===== config.mk =====
export PLATFORM = sky130hd
export DESIGN_NAME = key_stream_loader
export DESIGN_NICKNAME = d
export VERILOG_FILES = /design/src/rtl/key_stream_loader.sv
export SDC_FILE = /design/constraint.sdc
export NUM_CORES = 1
export LEC_CHECK = 0
export ABC_AREA = 1
export ABC_CLOCK_PERIOD_IN_PS = 5500
export BUFFER_PORTS_ARGS = -buffer_cell sky130_fd_sc_hd__buf_2
export CAP_MARGIN = 20
export CORE_MARGIN = 2
export CORE_UTILIZATION = 25
export CTS_CLUSTER_DIAMETER = 30
export DETAILED_ROUTE_END_ITERATION = 7
export PLACE_DENSITY = 0.44
export SETUP_SLACK_MARGIN = 0.5
export SLEW_MARGIN = 20
export SYNTH_ARGS = -nofsm -noshare
export SYNTH_HDL_FRONTEND = slang
export SYNTH_SLANG_ARGS = --single-unit

===== constraint.sdc =====
create_clock -name clk -period 5.5 [get_ports clk]
set_clock_uncertainty 0.1 [all_clocks]
set_input_delay 0.275 -clock clk [delete_from_list [all_inputs] [get_ports clk]]
set_output_delay 0.275 -clock clk [all_outputs]
set_load 0.1 [all_outputs]

===== src/rtl/key_stream_loader.sv =====
// key_stream_loader: receives a framed key (KEY_W key bits + 8-bit XOR checksum)
// bit-serially over a valid/ready link, verifies it and commits it onto a
// held-stable parallel key bus. Consecutive checksum failures lead to a
// permanent lockout that only rst_n clears. All outputs are registered.
module key_stream_loader #(
  parameter int KEY_W    = 32,
  parameter int MAX_FAIL = 3
) (
  input  logic             clk,
  input  logic             rst_n,
  input  logic             load_start,
  input  logic             sdata_valid,
  input  logic             sdata,
  output logic             sdata_ready,
  output logic [KEY_W-1:0] key_out,
  output logic             key_valid,
  output logic             load_done,
  output logic             load_err,
  output logic             locked_out
);

  typedef enum logic [2:0] {
    IDLE       = 3'd0,
    SHIFT_KEY  = 3'd1,
    SHIFT_CSUM = 3'd2,
    CHECK      = 3'd3,
    LOCKOUT    = 3'd4
  } state_t;

  localparam int CNT_W = $clog2(KEY_W + 1);
  localparam logic [CNT_W-1:0] LAST_KEY_BIT  = CNT_W'(KEY_W - 1);
  localparam logic [CNT_W-1:0] LAST_CSUM_BIT = CNT_W'(7);
  localparam logic [CNT_W-1:0] CSUM_FULL     = CNT_W'(8);
  localparam logic [3:0]       FAIL_LIMIT    = 4'(MAX_FAIL);

  state_t             state_r;
  logic [CNT_W-1:0]   bit_cnt_r;
  logic [KEY_W-1:0]   shadow_key_r;
  logic [7:0]         shadow_csum_r;
  logic [3:0]         fail_cnt_r;
  logic               hs_s;
  logic               csum_ok_s;

  // XOR of all bytes of the key; this is the checksum the sender must supply.
  function automatic logic [7:0] key_xor_bytes(input logic [KEY_W-1:0] k);
    logic [7:0] acc;
    acc = 8'h00;
    for (int i = 0; i < KEY_W / 8; i++) begin
      acc = acc ^ k[i*8 +: 8];
    end
    return acc;
  endfunction

  assign hs_s      = sdata_valid & sdata_ready;
  assign csum_ok_s = (shadow_csum_r == key_xor_bytes(shadow_key_r));

  // Frame sequencing, shadow capture, verification and registered outputs.
  // The csum stage waits one extra cycle after its 8th bit (ready already low)
  // before CHECK, giving a two-edge latency from last bit to commit/error.
  always_ff @(posedge clk or negedge rst_n) begin
    if (!rst_n) begin
      state_r       <= IDLE;
      bit_cnt_r     <= '0;
      shadow_key_r  <= '0;
      shadow_csum_r <= 8'h00;
      fail_cnt_r    <= 4'd0;
      sdata_ready   <= 1'b0;
      key_out       <= '0;
      key_valid     <= 1'b0;
      load_done     <= 1'b0;
      load_err      <= 1'b0;
      locked_out    <= 1'b0;
    end else begin
      load_done <= 1'b0;
      load_err  <= 1'b0;
      case (state_r)
        IDLE: begin
          if (load_start) begin
            state_r       <= SHIFT_KEY;
            bit_cnt_r     <= '0;
            shadow_key_r  <= '0;
            shadow_csum_r <= 8'h00;
            sdata_ready   <= 1'b1;
          end else begin
            sdata_ready   <= 1'b0;
          end
        end
        SHIFT_KEY: begin
          if (load_start) begin
            // restart; any bit offered this cycle is dropped
            bit_cnt_r     <= '0;
            shadow_key_r  <= '0;
            shadow_csum_r <= 8'h00;
            sdata_ready   <= 1'b1;
          end else if (hs_s) begin
            shadow_key_r <= {shadow_key_r[KEY_W-2:0], sdata};
            if (bit_cnt_r == LAST_KEY_BIT) begin
              bit_cnt_r <= '0;
              state_r   <= SHIFT_CSUM;
            end else begin
              bit_cnt_r <= bit_cnt_r + CNT_W'(1);
            end
          end else begin
            bit_cnt_r <= bit_cnt_r;
          end
        end
        SHIFT_CSUM: begin
          if (load_start) begin
            state_r       <= SHIFT_KEY;
            bit_cnt_r     <= '0;
            shadow_key_r  <= '0;
            shadow_csum_r <= 8'h00;
            sdata_ready   <= 1'b1;
          end else if (bit_cnt_r == CSUM_FULL) begin
            state_r     <= CHECK;
            sdata_ready <= 1'b0;
          end else if (hs_s) begin
            shadow_csum_r <= {shadow_csum_r[6:0], sdata};
            bit_cnt_r     <= bit_cnt_r + CNT_W'(1);
            if (bit_cnt_r == LAST_CSUM_BIT) begin
              sdata_ready <= 1'b0;
            end else begin
              sdata_ready <= 1'b1;
            end
          end else begin
            bit_cnt_r <= bit_cnt_r;
          end
        end
        CHECK: begin
          sdata_ready <= 1'b0;
          if (csum_ok_s) begin
            key_out    <= shadow_key_r;
            key_valid  <= 1'b1;
            load_done  <= 1'b1;
            fail_cnt_r <= 4'd0;
            state_r    <= IDLE;
          end else if (fail_cnt_r >= (FAIL_LIMIT - 4'd1)) begin
            load_err   <= 1'b1;
            fail_cnt_r <= FAIL_LIMIT;
            key_out    <= '0;
            key_valid  <= 1'b0;
            locked_out <= 1'b1;
            state_r    <= LOCKOUT;
          end else begin
            load_err   <= 1'b1;
            fail_cnt_r <= fail_cnt_r + 4'd1;
            state_r    <= IDLE;
          end
        end
        LOCKOUT: begin
          sdata_ready <= 1'b0;
          locked_out  <= 1'b1;
          key_out     <= '0;
          key_valid   <= 1'b0;
        end
        default: begin
          state_r     <= IDLE;
          sdata_ready <= 1'b0;
        end
      endcase
    end
  end

endmodule


==> impl_summary.txt <==
----------------------------------------------------
[Run status]
  Status ... finished, final reports clean

[Pwr]
  Comb pwr share ... 33.6%
  Power share of the sequential group ... 36.1%
  Net switching power ... 0.852 mW
  Largest voltage drop on the vdd net ... 0.000279 V
  Leak ... 2.66 nW
  Internal power ... 1.21 mW
  PD cells ... 393 nW/um^2
  Switching fraction of total power ... 41.3%
  Share of power burned in the clock network ... 30.3%

[Synthesis]
  Adder-cell share of the synthesized area ... 1.09%
  Area fraction in and, or, nand and nor cells after synthesis ... 29.8%
  Leading cell types by total area after synthesis ... sky130_fd_sc_hd__dfrtp_1 49%, sky130_fd_sc_hd__nand2_1 9.8%, sky130_fd_sc_hd__nand3_2 6.6%
  Post-Syn Nets ... 528
  Synthesized-area fraction occupied by ao, oa, aoi and oai cells ... 8.32%
  Dominant combinational cell family by area after synthesis ... simple AND/OR/NAND/NOR gates
  Share of synthesized registers carrying an async set or reset ... 100%
  Library cell occupying the most area in the post-synthesis netlist ... sky130_fd_sc_hd__dfrtp_1
  Average cell area after synthesis ... 8.81 um^2
  Yosys warns ... 0
  Number of storage elements in the synthesis netlist ... 90
  Xor/xnor share of the synthesized area ... 1.53%
  Cell count after synthesis ... 519
  Number of enable flip-flop cells after synthesis ... 0
  Part of the Yosys area used for sequential elements ... 49.2%
  Area share of the largest cell type after synthesis ... 49.2%
  Count of unique library cells instantiated by Yosys ... 32
  Dominant register cell in the synthesized netlist ... sky130_fd_sc_hd__dfrtp_1
  Total standard cell area after synthesis ... 4570 um^2
  Mux share of post-synthesis cell area ... 0%

[Setup path]
  Crit Path Class ... flop to flop
  Startpoint Class ... flop
  Arrival time at the worst endpoint ... 2.56 ns
  Data required time of the critical path ... 5.68 ns
  Top fanout value on the critical path ... 18
  Type of element capturing the critical path ... flop

[Place]
  Total cell area at the placement stage ... 4950 um^2
  Number of port buffers ... 41
  Total half-perimeter wirelength after legalization and detailed placement ... 7900 um
  Routability cong. ... 0.804

[Timing]
  Final max-slew violation count ... 0
  Relative max-transition margin ... 39.4%
  Setup_tns ... 0 ns
  Final hold viol count ... 0
  Shortest clock period the worst path allows after layout ... 2.38 ns
  Tcrit/Tclk final ... 43.3%
  RSZ-0062 raised after global routing ... false
  Final setup violation count ... 0
  Least-Margin Pin Slew ... 0.909 ns
  Max Clock Freq ... 420 MHz

[GRT]
  Global-route wire length before repair ... 18800 um
  Global-route usage over all layers ... 12.1%
  Pin count of the biggest net entering global routing ... 71
  Number of antenna violations at the first check in global routing ... 0
  Total global routing overflow ... 0
  Via count of the first global-routing pass ... 3504

[Drt]
  Met3 wirelength from detailed routing ... 459 um
  Routed metal-1 wirelength ... 5640 um
  Final routed wire length divided by cell count ... 14.1 um
  DRT iter0 DRCs ... 148
  Drt pass-1 iters ... 5
  Detailed-route vias per instance ... 4.50
  Amount of wire on met2 after detailed routing ... 4910 um
  Residual DRC count ... 0
  Total routed wirelength ... 11100 um
  Total via count after detailed routing ... 3539
  Top metal layer carrying routed signals ... met4
  DRT antenna net count ... 0

[Final layout]
  Finished Cell Area ... 5250 um^2
  Post-Route Utilization ... 29.2%
  Area overhead of the layout relative to synthesis ... 14.8%
  Most frequent cells in the layout ... 118 x sky130_fd_sc_hd__nand2_1, 90 x sky130_fd_sc_hd__dfrtp_1, 65 x sky130_fd_sc_hd__inv_1
  Most common cell after layout, fill and taps aside ... sky130_fd_sc_hd__nand2_1
  Share of final-layout standard cells stronger than drive strength 1 ... 21.9%
  Layout Nets ... 562
  Count of inserted antenna diode cells ... 0

[Floorplan]
  Initial core utilization ... 25.5%
  Width of the die ... 139 um
  Number of top-level pins ... 42
  Core area ... 18000 um^2
  Cell Rows ... 49
  Die Area ... 19400 um^2
  Vertical die dimension ... 139 um

[Clocking]
  Level count of the clock H-tree ... 3
  Sink count of the clock tree ... 90
  Clock latency of the later-clocked register in the worst-skew pair ... 0.35 ns
  Clock transition at the registers of the reported paths ... 0.06 ns
  Clk Tree Root Cell ... sky130_fd_sc_hd__clkbuf_16
  TritonCTS Buffers ... 9
  CTS tree ... yes
  Bufs on Longest Clock Path ... 2

[Flow run]
  Max-cap violations ... 0

[Hold path]
  Worst min-delay path category ... input port to flop

----------------------------------------------------
==> state kept, by name, indices dropped and copies added (netlist names) <==
name	count
key_out	32
shadow_key_r	32
shadow_csum_r	8
bit_cnt_r	6
fail_cnt_r	4
state_r	3
key_valid	1
load_done	1
load_err	1
locked_out	1
sdata_ready	1
==> stage by stage <==
stage          worst slack, ns  power [mW]  hold slack, ns  std cells
6_report                  3.12        2.06           0.162        787
2_1_floorplan             3.37        1.34          -0.121        519
4_1_cts                   3.15        2.09           0.162        787
3_3_place_gp              3.17        1.44          0.0706        770
5_1_grt                   2.93        2.19           0.170        787
3_5_place_dp              3.16        1.45          0.0793        770
==> power groups by stage <==
| stage | clock network, mW | logic, mW | registers [mW] |
|---|---|---|---|
| final | 0.625 | 0.693 | 0.744 |
| after global routing | 0.677 | 0.761 | 0.751 |
| after CTS | 0.650 | 0.698 | 0.744 |
| after detailed placement | 0 | 0.696 | 0.756 |
| after global placement | 0 | 0.689 | 0.755 |
| after floorplan | 0 | 0.466 | 0.872 |
==> worst max-delay path, cell delays in order (launching register included) <==
cell and delay [ns]:
sky130_fd_sc_hd__dfrtp_1 0.45, sky130_fd_sc_hd__inv_1 0.13, sky130_fd_sc_hd__nand2_1 0.08, sky130_fd_sc_hd__nand2_1 0.06, sky130_fd_sc_hd__nand2_1 0.07, sky130_fd_sc_hd__nand2_1 0.06
sky130_fd_sc_hd__nand2_1 0.04, sky130_fd_sc_hd__nand2_1 0.10, sky130_fd_sc_hd__nand2_1 0.07, sky130_fd_sc_hd__nor2_2 0.46, sky130_fd_sc_hd__buf_4 0.35, sky130_fd_sc_hd__nand4_1 0.19
sky130_fd_sc_hd__nand2_1 0.13
==> cells by family (layout without fill, tap and decap cells) <==
logic type                 Yosys count  after routing
AOI/OAI and AO/OA                   61             61
xor gates and xnor gates             8              8
adders and majority gates            4              4
buffers and inverters              103            142
DFF                                 90             90
and+or+nand+nor                    253            253
==> layer usage <==
metal / up-vias / GRT usage [%]
li1: 1803 / -
met1: 1670 / 17.2
met2: 59 / 18.1
met3: 7 / 4.06
met4: 0 / 2.60
met5: - / 0
==> synth_stat cells, types with 3 or more instances <==
master / instances
sky130_fd_sc_hd__buf_4: 11
sky130_fd_sc_hd__inv_2: 14
sky130_fd_sc_hd__a21oi_1: 4
sky130_fd_sc_hd__inv_1: 65
sky130_fd_sc_hd__nor2_1: 16
sky130_fd_sc_hd__o21ai_0: 18
sky130_fd_sc_hd__nand3_1: 35
sky130_fd_sc_hd__nor2_4: 3
sky130_fd_sc_hd__buf_6: 3
sky130_fd_sc_hd__nand2_1: 119
sky130_fd_sc_hd__buf_2: 5
sky130_fd_sc_hd__ha_1: 4
sky130_fd_sc_hd__nand2_2: 5
sky130_fd_sc_hd__nand4_1: 36
sky130_fd_sc_hd__xnor2_1: 3
sky130_fd_sc_hd__dfrtp_1: 90
sky130_fd_sc_hd__nand3_2: 30
sky130_fd_sc_hd__o22ai_1: 31
sky130_fd_sc_hd__clkbuf_1: 5
sky130_fd_sc_hd__xor2_1: 5
==> area by class of cell <==
| class | count | area, um^2 |
|---|---|---|
| Clock buffer | 10 | 229 |
| Inverter | 79 | 297 |
| Sequential cell | 90 | 2250 |
| Multi-Input combinational cell | 326 | 1870 |
| Clock inverter | 6 | 65.1 |
| Tap cell | 229 | 287 |
| Timing Repair Buffer | 47 | 255 |
| Fill cell | 1922 | 12700 |
==> path summary, 6_finish.rpt <==
check,startpoint,endpoint,slack [ns],cells after the start
hold / removal,sdata,shadow_csum_r[0],0.16,3
hold reg to reg,key_valid,key_valid,0.38,2
setup / recovery,shadow_key_r[28],key_out[10],3.12,12
min in group asynchronous,rst_n,key_out[19],0.23,2
max in group asynchronous,rst_n,key_out[28],3.87,3
setup reg to reg,shadow_key_r[28],key_out[10],3.12,12
==> timing repair <==
action	4_1_cts	5_1_grt
hold buffers	1	0
setup endpoints to repair	0	0
resized for setup	0	0
hold endpoints to repair	20	0
buffers inserted	0	0
No activity file was read; power rests on OpenSTA's default activity.
